==> config.mk <==
export PLATFORM = sky130hd
export DESIGN_NAME = bcd_entry_bin
export DESIGN_NICKNAME = d
export VERILOG_FILES = /design/src/rtl/bcd_entry_bin.sv
export SDC_FILE = /design/constraint.sdc
export NUM_CORES = 1
export LEC_CHECK = 0
export ABC_AREA = 0
export BUFFER_PORTS_ARGS = -buffer_cell sky130_fd_sc_hd__buf_2
export CAP_MARGIN = 25
export CORE_ASPECT_RATIO = 1.5
export CORE_MARGIN = 2
export CORE_UTILIZATION = 30
export CTS_CLUSTER_SIZE = 12
export DETAILED_ROUTE_END_ITERATION = 8
export PLACE_DENSITY_LB_ADDON = 0.25
export SLEW_MARGIN = 0
export SYNTH_ARGS = -nofsm -noshare
export SYNTH_HDL_FRONTEND = slang
export SYNTH_SLANG_ARGS = --single-unit
==> constraint.sdc <==
create_clock -name clk -period 3 [get_ports clk]
set_input_delay 0.6 -clock clk [delete_from_list [all_inputs] [get_ports clk]]
set_output_delay 0.6 -clock clk [all_outputs]
set_load 0.03 [all_outputs]
==> src/rtl/bcd_entry_bin.sv <==
// ---------------------------------------------------------------------------
// bcd_entry_bin
// Operand-entry front end for the calculator datapath. Decimal digits arrive
// one at a time, most significant first, and are echoed as right-justified
// BCD for the display. On enter the BCD string is converted to an unsigned
// binary magnitude by a reverse double-dabble (shift right, then subtract 3
// from every BCD nibble that reads >= 8), one iteration per clock.
// The result is presented in sign-magnitude form for the ALU.
//
// Ports
//   clk          clock, all state changes on the rising edge
//   ar           synchronous active-high reset
//   digit_valid  one-cycle strobe, digit is present
//   digit        BCD digit value (0..9 legal)
//   neg_toggle   one-cycle strobe, invert the entry sign
//   clear        one-cycle strobe, discard entry / abort conversion
//   enter        one-cycle strobe, start conversion
//   bcd_out      entered digits, right-justified
//   digit_count  digits accepted so far
//   entry_sign   current entry sign
//   busy         high while converting
//   done         one-cycle pulse when result updates
//   result       converted magnitude, held until the next done
//   result_sign  sign captured with result
//   err          sticky, a digit was rejected
// ---------------------------------------------------------------------------
module bcd_entry_bin #(
  parameter int MAX_DIGITS = 2,
  parameter int WIDTH      = 7
) (
  input  logic                    clk,
  input  logic                    ar,
  input  logic                    digit_valid,
  input  logic [3:0]              digit,
  input  logic                    neg_toggle,
  input  logic                    clear,
  input  logic                    enter,
  output logic [4*MAX_DIGITS-1:0] bcd_out,
  output logic [1:0]              digit_count,
  output logic                    entry_sign,
  output logic                    busy,
  output logic                    done,
  output logic [WIDTH-1:0]        result,
  output logic                    result_sign,
  output logic                    err
);

  localparam int BCD_W = 4 * MAX_DIGITS;
  localparam int SR_W  = BCD_W + WIDTH;
  localparam int CNT_W = $clog2(WIDTH + 1);

  localparam logic [1:0]       MAX_CNT   = 2'(MAX_DIGITS);
  localparam logic [CNT_W-1:0] LAST_ITER = CNT_W'(WIDTH - 1);

  localparam logic [0:0] S_ENTRY   = 1'b0;
  localparam logic [0:0] S_CONVERT = 1'b1;

  logic [0:0]       state;
  logic [SR_W-1:0]  sr;         // {BCD nibbles, binary accumulator}
  logic [SR_W-1:0]  sr_shift;
  logic [SR_W-1:0]  sr_next;
  logic [CNT_W-1:0] iter;
  logic             sign_cap;   // sign frozen at enter
  logic             digit_ok;

  // One reverse double-dabble step: the shift moves a BCD nibble's lsb into
  // the nibble below (worth 8 instead of 10/2 = 5), so any nibble that now
  // reads >= 8 has gained 3 too many and is corrected back.
  always_comb begin
    // NOTE: every variable written here gets a default first so no latch is inferred.
    sr_shift = sr >> 1;
    sr_next  = sr_shift;
    for (int i = 0; i < MAX_DIGITS; i++) begin
      if (sr_shift[WIDTH+4*i +: 4] >= 4'd8)
        sr_next[WIDTH+4*i +: 4] = sr_shift[WIDTH+4*i +: 4] - 4'd3;
    end
  end

  assign digit_ok = (digit <= 4'd9) && (digit_count < MAX_CNT);
  assign busy     = (state == S_CONVERT);

  // NOTE: sequential state uses non-blocking assignments only, so every
  // register sees the pre-edge values of the others.
  always_ff @(posedge clk) begin
    if (ar) begin
      // NOTE: the conversion shift register is reset along with the outputs
      // even though it is reloaded on enter; it is small and keeps sims X-free.
      state       <= S_ENTRY;
      sr          <= '0;
      iter        <= '0;
      sign_cap    <= 1'b0;
      bcd_out     <= '0;
      digit_count <= '0;
      entry_sign  <= 1'b0;
      done        <= 1'b0;
      result      <= '0;
      result_sign <= 1'b0;
      err         <= 1'b0;
    end else begin
      done <= 1'b0;

      if (state == S_ENTRY) begin
        if (clear) begin
          bcd_out     <= '0;
          digit_count <= '0;
          entry_sign  <= 1'b0;
          err         <= 1'b0;
        end else if (enter) begin
          sr       <= {bcd_out, {WIDTH{1'b0}}};
          // Negative zero is presented as positive zero.
          sign_cap <= entry_sign & (bcd_out != '0);
          iter     <= '0;
          state    <= S_CONVERT;
        end else begin
          if (digit_valid) begin
            if (digit_ok) begin
              bcd_out     <= (bcd_out << 4) | BCD_W'(digit);
              digit_count <= digit_count + 2'd1;
            end else begin
              err <= 1'b1;
            end
          end
          // A sign toggle is honoured even alongside a digit strobe.
          if (neg_toggle)
            entry_sign <= ~entry_sign;
        end
      end else begin
        // Converting: only clear (abort) is honoured; other strobes are ignored.
        if (clear) begin
          bcd_out     <= '0;
          digit_count <= '0;
          entry_sign  <= 1'b0;
          err         <= 1'b0;
          state       <= S_ENTRY;
        end else begin
          sr   <= sr_next;
          iter <= iter + 1'b1;
          if (iter == LAST_ITER) begin
            result      <= sr_next[WIDTH-1:0];
            result_sign <= sign_cap;
            done        <= 1'b1;
            bcd_out     <= '0;
            digit_count <= '0;
            entry_sign  <= 1'b0;
            err         <= 1'b0;
            state       <= S_ENTRY;
          end
        end
      end
    end
  end

endmodule

== After elaboration in Yosys (flattened, before gate mapping) ==
Index checks and enable logic that the tools add are counted.

* Bits of input ports: 10
* Output and inout bits: 22
* Word-level logic and storage cells: 82
* Flip-flop bits (word level): 41

* Equal/unequal tests: 4
* Bitwise logic cells: 5
* $add $sub $neg: 4
* Magnitude comparators: 4
* Mux-type cells: 41
* Reductions and logical operators: 13

{| class="wikitable"
|+ Operator list
! cell !! number
|-
| 2-to-1 mux 15 bit || 4
|-
| 2-to-1 mux 8 bit || 7
|-
| 2-to-1 mux 1 bit || 17
|-
| 2-to-1 mux 2 bit || 7
|-
| 2-to-1 mux 3 bit || 4
|-
| AND reduction 3 bit || 3
|-
| nonzero test 3 bit || 3
|-
| 2-to-1 mux 4 bit || 2
|-
| bitwise OR 8 x 4 -> 8 bit || 1
|-
| AND reduction 4 bit || 2
|-
| nonzero test 8 bit || 1
|-
| != test 3 x 2 -> 1 bit (second input constant) || 2
|-
| >= comparator 3 x 4 -> 1 bit (second input constant) || 1
|-
| >= comparator 4 bit (second input constant) || 1
|-
| less-or-equal comparator 4 bit (second input constant) || 1
|-
| subtractor 3 x 2 -> 4 bit (second input constant) || 1
|-
| subtractor 4 x 2 -> 4 bit (second input constant) || 1
|-
| adder 3 x 1 -> 3 bit (second input constant) || 1
|-
| equality test 3 bit (second input constant) || 1
|-
| != test 3 bit (second input constant) || 1
|-
| inverter 1 bit || 3
|-
| OR reduction 3 bit || 1
|-
| adder 2 x 1 -> 2 bit (second input constant) || 1
|-
| < comparator 2 bit (second input constant) || 1
|-
| other kinds (4) || 4
|}

== Depth between registers and ports, before layout ==
* Depth after elaboration: 7
* Gate-level depth with buffers: 6
* Gate-level depth less buffers: 5

== Worst setup path before layout ==
OpenSTA, ideal clock, no wires.

* Kind: input-to-reg
* Start: in clear
* End: reg sr[7]
* Slack: 1.465 ns
* Data arrival time: 1.404 ns
* Stages on the path: 4
* Setup time: 0.131 ns
* Data required time: 2.869 ns
* Path buffers: 1
* Cell sequence: buf_4 or3b_2 o22ai_1 nor3_1

* Word-level cells in the longest chain between the ends: 2

{| class="wikitable"
|+ RTL lines
! item !! line !! source
|-
| start, declared || 36 || <nowiki>input logic clear,</nowiki>
|-
| inverter 1 bit (no line) || - ||
|-
| AND reduction 2 bit (no line) || - ||
|-
| end signal, assigned || 109 || <nowiki>sr <= {bcd_out, {WIDTH{1'b0}}};</nowiki>
|-
| end signal, assigned || 136 || <nowiki>sr <= sr_next;</nowiki>
|-
| end, declared || 59 || <nowiki>logic [SR_W-1:0] sr;</nowiki>
|}

No other way between the ends.
A chain may end at the register's enable or synchronous reset.

== Worst setup path in the final report ==
* Start: reg state (netlist: busy)
* End: out busy

{| class="wikitable"
|+ RTL lines
! item !! line !! source
|-
| start, declared || 58 || <nowiki>logic [0:0] state;</nowiki>
|-
| start signal, assigned || 88 || <nowiki>state <= S_ENTRY;</nowiki>
|-
| start signal, assigned || 113 || <nowiki>state <= S_CONVERT;</nowiki>
|-
| start signal, assigned || 134 || <nowiki>state <= S_ENTRY;</nowiki>
|-
| end, declared || 41 || <nowiki>output logic busy,</nowiki>
|}

No word-level cell between the ends.

==> flow_metrics.env <==
export IMPL_rr_endpoint="bcd_out[4]"
export IMPL_final_hold_viol_count=0
export IMPL_synth_cells=189
export IMPL_placed_cell_area_um2=1893
export IMPL_setup_viol=0
export IMPL_synthToLayoutAreaGrowth_pct=17.21
export IMPL_vias=1377
export IMPL_synthMostInstantiatedCell="dfxtp_1"
export IMPL_yosysWarningCount=0
export IMPL_cp_end_kind="primary output"
export IMPL_cpMaxStageDelayCell="dfxtp_1"
export IMPL_synth_top_cell_area_share=0.4648
export IMPL_fp_row_count=33
export IMPL_critical_path_class="reg -> out"
export IMPL_slowest_delay_ps=770
export IMPL_start_kind="register"
export IMPL_totalPowerFinal_uw=1105
export IMPL_fin_crit_ps=1973
export IMPL_synthesis_area_um2=1723
export IMPL_rsz0062_at_grt="false"
export IMPL_cts_resized=0
export IMPL_crit_chain="buf_2"
export IMPL_cp_max_fo=18
export IMPL_dr_first_iter_drc_count=60
export IMPL_hold_buffers=0
export IMPL_gp_congestion=0.7217
export IMPL_htreeDepth=2
export IMPL_tritoncts="built"
export IMPL_drt_total_wl_mm=3.667
export IMPL_maxCapViolations=0
export IMPL_clock_latency_ps=290
export IMPL_cts_sinks=40
export IMPL_fp_dieW_um=65.88
export IMPL_min_path_cells=2
export IMPL_grt_max_degree=32
export IMPL_outcome="completed"
export IMPL_grt_pass1_wl_mm=6.265
export IMPL_path_depth=1
export IMPL_drc_errors=0
export IMPL_ys_async_sr_fraction=0
export IMPL_fmax_mhz=506.9
export IMPL_ant_nets=0
export IMPL_dr_pass1_iters=4
export IMPL_syn_num_nets=203
export IMPL_die_area_um2=6378
export IMPL_reg2reg_from="busy"
export IMPL_required_ps=2400
export IMPL_synth_common_cells="dfxtp_1, nand2_1, nor2_1, mux2i_1, a21oi_1"
export IMPL_antenna_found_initial=0
export IMPL_path_buf_inv=1
export IMPL_arrival_ps=1370
export IMPL_drv_slew=0
export IMPL_num_nets_final=230
export IMPL_path_clk_slew_ps=70
export IMPL_cts_root_buffer="clkbuf_8"
export IMPL_hold_class="reg -> reg"
export IMPL_routedWlPerCell_um=12.78
export IMPL_ir_drop_mv=0.2256
export IMPL_synth_flop_cell="dfxtp_1"
export IMPL_avgSynthCellArea_um2=9.116
export IMPL_synth_seq_cells=40
export IMPL_synthDistinctLibCells=39
export IMPL_ys_top_cells_by_area="dfxtp_1, nand2_1, mux2i_1"
export IMPL_leakagePower_uw=0.0008106
export IMPL_grt_overflow=0
export IMPL_multiInputGateArea_um2=827.0
export IMPL_viasPerCell=4.798
export IMPL_r2r_cells=3
export IMPL_drive_gt1_frac=0.2074
export IMPL_grtUsageTotal=0.1256
export IMPL_start_util=0.3137
export IMPL_r2r_slack_ps=1270
export IMPL_synth_area_leader_cell="dfxtp_1"
export IMPL_fill_cells=578
export IMPL_hpwl_mm=2.647
export IMPL_power_density_nw_per_um2=547.1
export IMPL_first_global_vias=1340
export IMPL_hp_start="result[4]"
export IMPL_port_buffers=31
export IMPL_whs_endpoint="result[4]"
export IMPL_post_cts_buffers=0
export IMPL_final_area_um2=2019
export IMPL_whs_ps=450.2
export IMPL_worst_pin_slew_ps=686.4
export IMPL_fin_setup_tns_ps=0
export IMPL_relSlewSlack=0.5418
export IMPL_ios=32
export IMPL_cts_buffer_depth=2
export IMPL_die_h_um=96.82
export IMPL_postLayoutCoreUtil=0.3677
export IMPL_regArea_um2=800.8
export IMPL_core_um2=5492
export IMPL_finalCritPeriodShare=0.6576
export IMPL_numCtsBuffers=5
export IMPL_fin_skew_ps=4.951
export IMPL_crit_family="flip-flops"
export IMPL_ys_seq_area_frac=0.4648
export IMPL_n_antenna_cell=0
export IMPL_synth_edf_count=0
[per-layer routing]
| metal | share of wire | vias to the layer above | global-route usage | routed length [µm] |
|---|---|---|---|---|
| met5 | 0 | - | 0 | 0 |
| met4 | 0.017 | 0 | 0.04808 | 63 |
| met3 | 0.051 | 5 | 0.03721 | 188 |
| met2 | 0.50 | 33 | 0.2160 | 1840 |
| met1 | 0.43 | 628 | 0.1416 | 1575 |
| li1 | - | 711 | - | - |
[metrics by stage]
stage | setup slack (ps) | instances
after floorplan | 1465 | 189
after global placement | 1111 | 279
after detailed placement | 1037 | 279
after CTS | 1009 | 287
after global routing | 939.8 | 287
final | 1027 | 287
[flip-flops by register name, summed over array words and instances, names as in the netlist]
| register | count |
|---|---|
| bcd_out | 8 |
| err | 1 |
| result_sign | 1 |
| done | 1 |
| digit_count | 2 |
| busy | 1 |
| sr | 14 |
| sign_cap | 1 |
| entry_sign | 1 |
| iter | 3 |
| result | 7 |
[worst max path at each step]
stage	startpoint	endpoint	slack [ps]
floorplan	clear	sr[7]	1470
global placement	digit[2]	bcd_out[4]	1110
detailed placement	digit[2]	bcd_out[4]	1040
CTS	busy	busy	1010
global route	busy	busy	940
finish	busy	busy	1030
[cell families after synthesis]
logic type | share of synthesized area
adder cells (fa/ha/maj) | 0.02905
buffers and inverters | 0.05519
XOR/XNOR | 0.01017
multiplexers | 0.08206
flip-flops | 0.4648
AO/OA/AOI/OAI | 0.1663
AND/OR/NAND/NOR | 0.1924
[worst register-to-register path: stages, from the launching register on]
cell     delay [ps]
dfxtp_1         530
nor2_1          290
and4b_1         580
mux2i_1         250
[report_power, final]
group          switching [µW]  internal, µW  total, µW
Clock                     181           293        475
Sequential               12.5           540        553
Combinational            46.6          30.6       77.2
Total                     240           864       1100
[cell usage in the layout (no fill, tap or decap), types with 2 or more instances in the layout]
cell type,instances
a211oi_1,7
a21oi_1,12
a22oi_1,7
and4b_1,2
buf_2,31
clkbuf_8,7
dfxtp_1,40
ha_1,4
inv_1,4
mux2i_1,13
nand2_1,37
nor2_1,19
nor2b_1,3
nor3b_1,2
o21ai_0,3
o22ai_1,2
or3_1,2
or4_1,2
[layout make-up]
| class | count | share of cell area |
|---|---|---|
| Clock buffer | 7 | 0.04771 |
| Clock inverter | 1 | 0.01487 |
| Inverter | 4 | 0.007435 |
| Multi-Input combinational cell | 133 | 0.4095 |
| Sequential cell | 40 | 0.3965 |
| Tap cell | 70 | 0.04337 |
| Timing Repair Buffer | 32 | 0.08055 |
Power figures use the tool's default switching activity.
